$ cat config.mk
export PLATFORM = sky130hd
export DESIGN_NAME = master_burst_fsm_flat
export DESIGN_NICKNAME = d
export VERILOG_FILES = /design/src/rtl/master_burst_fsm_if.sv /design/src/rtl/master_burst_fsm.sv /design/src/flat_wrapper.sv
export SDC_FILE = /design/constraint.sdc
export NUM_CORES = 1
export LEC_CHECK = 0
export BUFFER_PORTS_ARGS = -buffer_cell sky130_fd_sc_hd__buf_2
export CORE_ASPECT_RATIO = 1.75
export CORE_MARGIN = 1
export CORE_UTILIZATION = 50
export CTS_CLUSTER_DIAMETER = 150
export CTS_CLUSTER_SIZE = 28
export DETAILED_ROUTE_END_ITERATION = 10
export GPL_ROUTABILITY_DRIVEN = 0
export PLACE_DENSITY = 0.71
export SLEW_MARGIN = 40
export SYNTH_ARGS = -nofsm -noshare
export SYNTH_HDL_FRONTEND = slang
export SYNTH_SLANG_ARGS = --single-unit
$ cat constraint.sdc
create_clock -name clk -period 2.2 [get_ports clk]
set_input_delay 0 -clock clk [delete_from_list [all_inputs] [get_ports clk]]
set_output_delay 0 -clock clk [all_outputs]
set_load 0.03 [all_outputs]
$ cat src/rtl/master_burst_fsm_if.sv
// Byte link between master_burst_fsm and slave_fsm: four-phase req/ack plus the offered byte.
interface master_burst_fsm_if #(
    parameter int unsigned DATA_W = 8
) ();
    logic              req;
    logic              ack;
    logic [DATA_W-1:0] data;

    modport master (output req, output data, input ack);
    modport slave  (input req, input data, output ack);
endinterface

$ cat src/rtl/master_burst_fsm.sv
// Burst master: buffers BURST_LEN bytes from the host and sends them over a four-phase
// req/ack link, with a per-state stall timeout that aborts the burst and raises err.
module master_burst_fsm #(
    parameter int unsigned BURST_LEN = 4,
    parameter int unsigned DATA_W    = 8,
    parameter int unsigned TIMEOUT   = 16
) (
    input  logic              clk,
    input  logic              rst,
    input  logic              load_en,
    input  logic [3:0]        load_idx,
    input  logic [DATA_W-1:0] load_data,
    input  logic              start,
    master_burst_fsm_if.master link,
    output logic              busy,
    output logic [3:0]        byte_idx,
    output logic              done,
    output logic              err
);

    localparam int unsigned IdxW    = (BURST_LEN > 1) ? $clog2(BURST_LEN) : 1;
    localparam logic [4:0]  LenL    = 5'(BURST_LEN);
    localparam logic [3:0]  LastIdx = 4'(BURST_LEN - 1);
    localparam logic [7:0]  ToLast  = 8'(TIMEOUT - 1);

    typedef enum logic [1:0] {StIdle, StSend, StWaitLow, StDone} state_e;

    state_e            state_q, state_d;
    logic [3:0]        idx_q, idx_d;
    logic              err_q, err_d;
    logic [7:0]        cnt_q, cnt_d;
    logic [DATA_W-1:0] buf_q [BURST_LEN];
    logic [DATA_W-1:0] buf_d [BURST_LEN];

    always_comb begin
        state_d = state_q;
        idx_d   = idx_q;
        err_d   = err_q;
        cnt_d   = '0;  // any state change restarts the stall counter
        buf_d   = buf_q;

        // Writes are only accepted while idle so the offered byte cannot change mid-burst.
        if (load_en && (state_q == StIdle) && ({1'b0, load_idx} < LenL)) begin
            buf_d[load_idx[IdxW-1:0]] = load_data;
        end

        case (state_q)
            StIdle: begin
                if (start) begin
                    idx_d   = '0;
                    err_d   = 1'b0;
                    state_d = StSend;
                end
            end
            StSend: begin
                if (link.ack) begin
                    state_d = StWaitLow;
                end else if (cnt_q == ToLast) begin
                    err_d   = 1'b1;
                    state_d = StIdle;
                end else begin
                    cnt_d = cnt_q + 8'd1;
                end
            end
            StWaitLow: begin
                if (!link.ack) begin
                    if (idx_q == LastIdx) begin
                        state_d = StDone;
                    end else begin
                        idx_d   = idx_q + 4'd1;
                        state_d = StSend;
                    end
                end else if (cnt_q == ToLast) begin
                    err_d   = 1'b1;
                    state_d = StIdle;
                end else begin
                    cnt_d = cnt_q + 8'd1;
                end
            end
            StDone:  state_d = StIdle;
            default: state_d = StIdle;
        endcase
    end

    always_ff @(posedge clk or posedge rst) begin
        if (rst) begin
            state_q <= StIdle;
            idx_q   <= '0;
            err_q   <= 1'b0;
            cnt_q   <= '0;
            buf_q   <= '{default: '0};
        end else begin
            state_q <= state_d;
            idx_q   <= idx_d;
            err_q   <= err_d;
            cnt_q   <= cnt_d;
            buf_q   <= buf_d;
        end
    end

    assign link.req  = (state_q == StSend);
    assign link.data = buf_q[idx_q[IdxW-1:0]];
    assign busy      = (state_q != StIdle);
    assign done      = (state_q == StDone);
    assign byte_idx  = idx_q;
    assign err       = err_q;

endmodule
$ cat src/flat_wrapper.sv
// flat-port wrapper written by rule: the top's interface ports become plain ports
module master_burst_fsm_flat 
#(
    parameter int unsigned BURST_LEN = 4,
    parameter int unsigned DATA_W    = 8,
    parameter int unsigned TIMEOUT   = 16
)
  (clk, rst, load_en, load_idx, load_data, start, busy, byte_idx, done, err, link_req, link_data, link_ack);
  master_burst_fsm_if #(.DATA_W(DATA_W)) link_i ();
  input  logic clk;
  input  logic rst;
  input  logic load_en;
  input  logic [3:0] load_idx;
  input  logic [DATA_W-1:0] load_data;
  input  logic start;
  output logic busy;
  output logic [3:0] byte_idx;
  output logic done;
  output logic err;
  output wire logic [$bits(link_i.req)-1:0] link_req;
  output wire logic [$bits(link_i.data)-1:0] link_data;
  input wire logic [$bits(link_i.ack)-1:0] link_ack;
  assign link_req = link_i.req;
  assign link_data = link_i.data;
  assign link_i.ack = link_ack;
  master_burst_fsm #(.BURST_LEN(BURST_LEN), .DATA_W(DATA_W), .TIMEOUT(TIMEOUT)) u_core (.clk(clk), .rst(rst), .load_en(load_en), .load_idx(load_idx), .load_data(load_data), .start(start), .link(link_i), .busy(busy), .byte_idx(byte_idx), .done(done), .err(err));
endmodule
* Word-level counts from Yosys, hierarchy flattened
Cells that the tools add are included.
** Operators by class
- Bitwise gates (word level) :: 2
- Equality and inequality tests :: 10
- Magnitude comparators :: 4
- Mux-type cells :: 25
- Add/sub/neg operators :: 2
- Reductions and logical operators :: 9
** Operators with widths (number)
- 2-to-1 mux 8 bit :: 6
- bitwise mux 32 bit :: 1
- binary-select mux 8 bit (select 2 bit) :: 1
- demux 8 bit (select 2 bit) :: 1
- one-hot mux 8 bit (2 select lines) :: 1
- 2-to-1 mux 4 bit :: 3
- 2-to-1 mux 2 bit :: 5
- inequality test 2 bit, second input constant :: 5
- adder 8 x 1 -> 8 bit, second input constant :: 1
- equality test 8 x 4 -> 1 bit, second input constant :: 1
- one-hot mux 2 bit (4 select lines) :: 1
- one-hot mux 4 bit (2 select lines) :: 1
- AND reduction 4 bit :: 2
- greater-or-equal comparator 3 bit, second input constant :: 2
- inverter 2 -> 3 bit :: 2
- adder 4 x 1 -> 4 bit, second input constant :: 1
- equality test 2 bit, second input constant :: 2
- equality test 4 x 2 -> 1 bit, second input constant :: 1
- < comparator 4 x 3 -> 1 bit, second input constant :: 1
- 2-to-1 mux 1 bit :: 4
- nonzero test 2 bit :: 2
- logical AND 1 bit :: 3
- < comparator 3 x 1 -> 1 bit, second input constant :: 1
- one-hot mux 1 bit (3 select lines) :: 1
- 3 further kinds :: 3
** Word-level totals
- Output and inout bits :: 16
- Bits in registers :: 47

* Depth between registers and ports, before layout
- Word-level depth :: 6
- Depth in mapped cells :: 7

* Least setup slack after synthesis
OpenSTA, ideal clock, no wires.
- Path kind :: register to register
- Start point :: reg u_core.state_q[0]
- End point :: reg u_core.buf_q[24] in the netlist's numbering
- Period minus slack after synthesis :: 1823 ps
- Cell stages (with the launch flop) :: 8
- Setup slack :: 377 ps
- Data required time :: 2075 ps
- Arrival time :: 1698 ps
- Setup time :: 125 ps
- Path through :: dfrtp_1 inv_1 ha_1 buf_4 nand2_1 nor3_4 nor3b_4 mux2_2
** Between the ends
- Cells in the longest elaborated chain, start to end :: 3
** Ends and longest elaborated chain
- start: declaration :: RTL line master_burst_fsm.sv:28 : state_e state_q, state_d;
- start signal: assignment :: RTL line master_burst_fsm.sv:87 : state_q <= StIdle;
- start signal: assignment :: RTL line master_burst_fsm.sv:93 : state_q <= state_d;
- logical NOT 2 bit :: RTL line master_burst_fsm.sv:43 : if (load_en && (state_q == StIdle) && ({1'b0, load_idx} < LenL)) begin
- logical AND 1 bit (2 in series) :: RTL line master_burst_fsm.sv:43
- end signal: assignment :: RTL line master_burst_fsm.sv:97 : buf_q <= buf_d;
- end: declaration :: RTL line master_burst_fsm.sv:32 : logic [DATA_W-1:0] buf_q [BURST_LEN];
No other way between the ends.
A chain may end at the register's enable or synchronous reset.

* Final worst setup path
- Start point :: reg u_core.state_q[0]
- End point :: reg u_core.buf_q[29] in the netlist's numbering
Same word-level chain as after synthesis.

==> results.md <==
- Hold EP: u_core.state_q[0]$_DFFE_PP0P_
- Maximum clock frequency: 0.498 GHz
- Outcome: finished, final reports clean
- Buffers on Ports: 32
- First-pass GRT wire length: 7.59 mm
- Register-to-register setup slack: 0.19 ns
- DP HPWL: 3.37 mm
- Async SR Flop Fraction: 1.00
- Power per cell area: 1240 nW/um^2
- Grt ovf: 0
- WP data arrival: 2.19 ns
- Die Height: 91.2 microns
- Via count: 1576
- DRT Pass-1 Iters: 4
- Register area share after synthesis: 0.518
- Critical path fanouts, max: 8
- H-tree levels: 2
- Sink Count: 47
- Final min period: 2.01 ns
- Worst-Margin Slew: 0.612 ns
- Post-Syn Nets: 198
- CP Launch Type: flip-flop
- RR Endpoint: u_core.buf_q[29]$_DFFE_PP0P_
- Worst skew pair latency: 0.30 ns
- Final setup fails: 0
- Worst hold path class: in2reg
- Crit path kind: reg2reg
- Routed wire length per instance: 16.9 microns
- Max-slew headroom: 0.581
- Die width: 52.9 microns
- Mapped cell area: 2270 sq um
- Largest net degree at the start of global routing: 48
- Ports: 33
- ANT nets after route: 0
- Critical path required time: 2.39 ns
- Yosys reg bits: 47
- Yosys cell types: 36
- Die area: 4830 sq um
- Core area: 4360 sq um
- Hold Path Depth: 4
- Pins Over Slew Limit: 0
- Initial Util: 0.520
- DRC viols: 0
- RSZ-0062 raised after global routing: false
- Starting DRT DRC Count: 25
- Commonest cells in the netlist: dfrtp_1 (47), mux2_2 (32), nand2_1 (9)
- Worst VDD drop: 823 uV
- Post-CTS Resized: 0
- Vias in the first global route: 1730
- Lkg Pwr: 1.30 nW
- Post-DR vias/cell: 5.63
- Clock root buffer: clkbuf_8
- GRT Overall Usage: 0.218
- Total negative slack: 0 ns
- Final WS setup: 0.193 ns
- Finished Core Util: 0.634
- Initial antenna violation count: 0
- Dominant synthesized flop cell: dfrtp_1
- CP endpoint kind: flip-flop
- Yosys warning total: 0
- DRT Wirelength: 4.72 mm
- # diodes: 0
- Max-Cap Viols: 0
- Pre-CTS setup slack: 0.0973 ns
- Mean post-synth cell area: 13.0 sq um
- Synth Instances: 175
- Synth top area share: 0.518
- Fin nets: 251
- Min-delay src: link_ack
- Clock Skews: 0.00589 ns
- CTS tree: yes
- Num rows: 32
- Final hold vios: 0
- Design Power: 0.00344 W
- Area grow syn2layout: 21.9%
- Clock-pin slew on the worst setup and hold paths: 0.09 ns
- Area leader, netlist: dfrtp_1
- R2r worst-path depth: 7
- Fraction of layout cells with a size suffix above 1: 0.402
- Number of synthesized flops with an enable pin: 0
- TritonCTS Buffers: 5
- Top cells by area, synth: dfrtp_1 (52%), mux2_2 (16%), mux4_2 (7.9%)
- Worst flop-to-flop path startpoint: u_core.state_q[0]$_DFFE_PP0P_
- Cell with the most instances after synthesis: dfrtp_1
- Clk buf depth: 2
- Final Cycle Share: 0.912
- Final hold slack: 0.198 ns
cell type report:
type                       instances  area (sq um)
sequential                        47          1180
clock buffer                       6          82.6
clock inverter                     2          38.8
fill                             365          1600
timing repair buffer              50           333
multi-input combinational        117          1050
tap                               51          63.8
inverter                           7          26.3
state kept, by name, summed over array words and instances, names as in the netlist:
signal           count
u_core.cnt_q         8
u_core.buf_q        32
u_core.state_q       2
u_core.byte_idx      4
u_core.err           1
how the worst max path moves through the flow:
stage                             startpoint                            to  slack (ns)  cells after the start
2_1_floorplan  u_core.state_q[0]$_DFFE_PP0P_  u_core.buf_q[24]$_DFFE_PP0P_        0.38                      7
3_3_place_gp   u_core.state_q[0]$_DFFE_PP0P_  u_core.buf_q[29]$_DFFE_PP0P_        0.18                      6
3_5_place_dp   u_core.state_q[0]$_DFFE_PP0P_  u_core.buf_q[29]$_DFFE_PP0P_         0.1                      6
4_1_cts        u_core.state_q[0]$_DFFE_PP0P_  u_core.buf_q[29]$_DFFE_PP0P_        0.08                      6
5_1_grt        u_core.state_q[1]$_DFFE_PP0P_  u_core.buf_q[24]$_DFFE_PP0P_        0.12                      7
6_report       u_core.state_q[0]$_DFFE_PP0P_  u_core.buf_q[29]$_DFFE_PP0P_        0.19                      7
metrics by stage:
stage,instance area [sq um],std cells
final,2770,280
after global routing,2770,280
after CTS,2750,279
after detailed placement,2530,261
after global placement,2530,261
after floorplan,2270,175
critical path, cell delays in order (launching register included):
cell,delay (ns)
dfrtp_1,0.42
inv_1,0.12
ha_1,0.31
nand2_1,0.13
nor3_4,0.18
nor3b_4,0.25
buf_12,0.16
mux2_2,0.33
cells in the final DEF, fill, tap and decap left out, types with 2 or more instances in the layout:
cell,count
clkbuf_8,6
or2_2,2
nand2_1,9
nand3b_1,2
buf_4,7
ha_1,6
inv_1,6
or3_1,3
mux4_2,8
nor3_1,4
nor2_1,8
a21oi_1,5
mux2_2,32
nor3b_1,2
dlygate4sd3_1,10
nor2b_1,3
xnor2_1,3
o21ai_0,8
dfrtp_1,47
nand3_1,6
buf_2,32
layer usage:
metal | track usage | vias up | share of wire
met1 | 0.231 | 779 | 0.38
met3 | 0.0452 | 10 | 0.038
met2 | 0.389 | 43 | 0.56
met4 | 0.0965 | 0 | 0.020
met5 | 0 | - | 0
li1 | - | 744 | -
power breakdown:
part | switching [W] | internal, W | total (W)
Clock | 0.000298 | 0.000374 | 0.000672
Combinational | 0.000782 | 0.000644 | 0.00143
Sequential | 0.000173 | 0.00117 | 0.00134
Total | 0.00125 | 0.00219 | 0.00344
timing repair:
action,in CTS,in global routing
hold endpoints to repair,81,0
setup endpoints to repair,0,8
hold buffers,10,0
buffers inserted,0,1
cell families after synthesis:
group | count (synthesis) | synth area share
xor+xnor | 4 | 0.0154
buf+inv | 11 | 0.0209
mux | 41 | 0.242
simple gates | 45 | 0.114
compound gates | 21 | 0.0568
flops | 47 | 0.518
fa+ha+maj | 6 | 0.0331
Note: power is estimated with default switching activity, not from simulation.
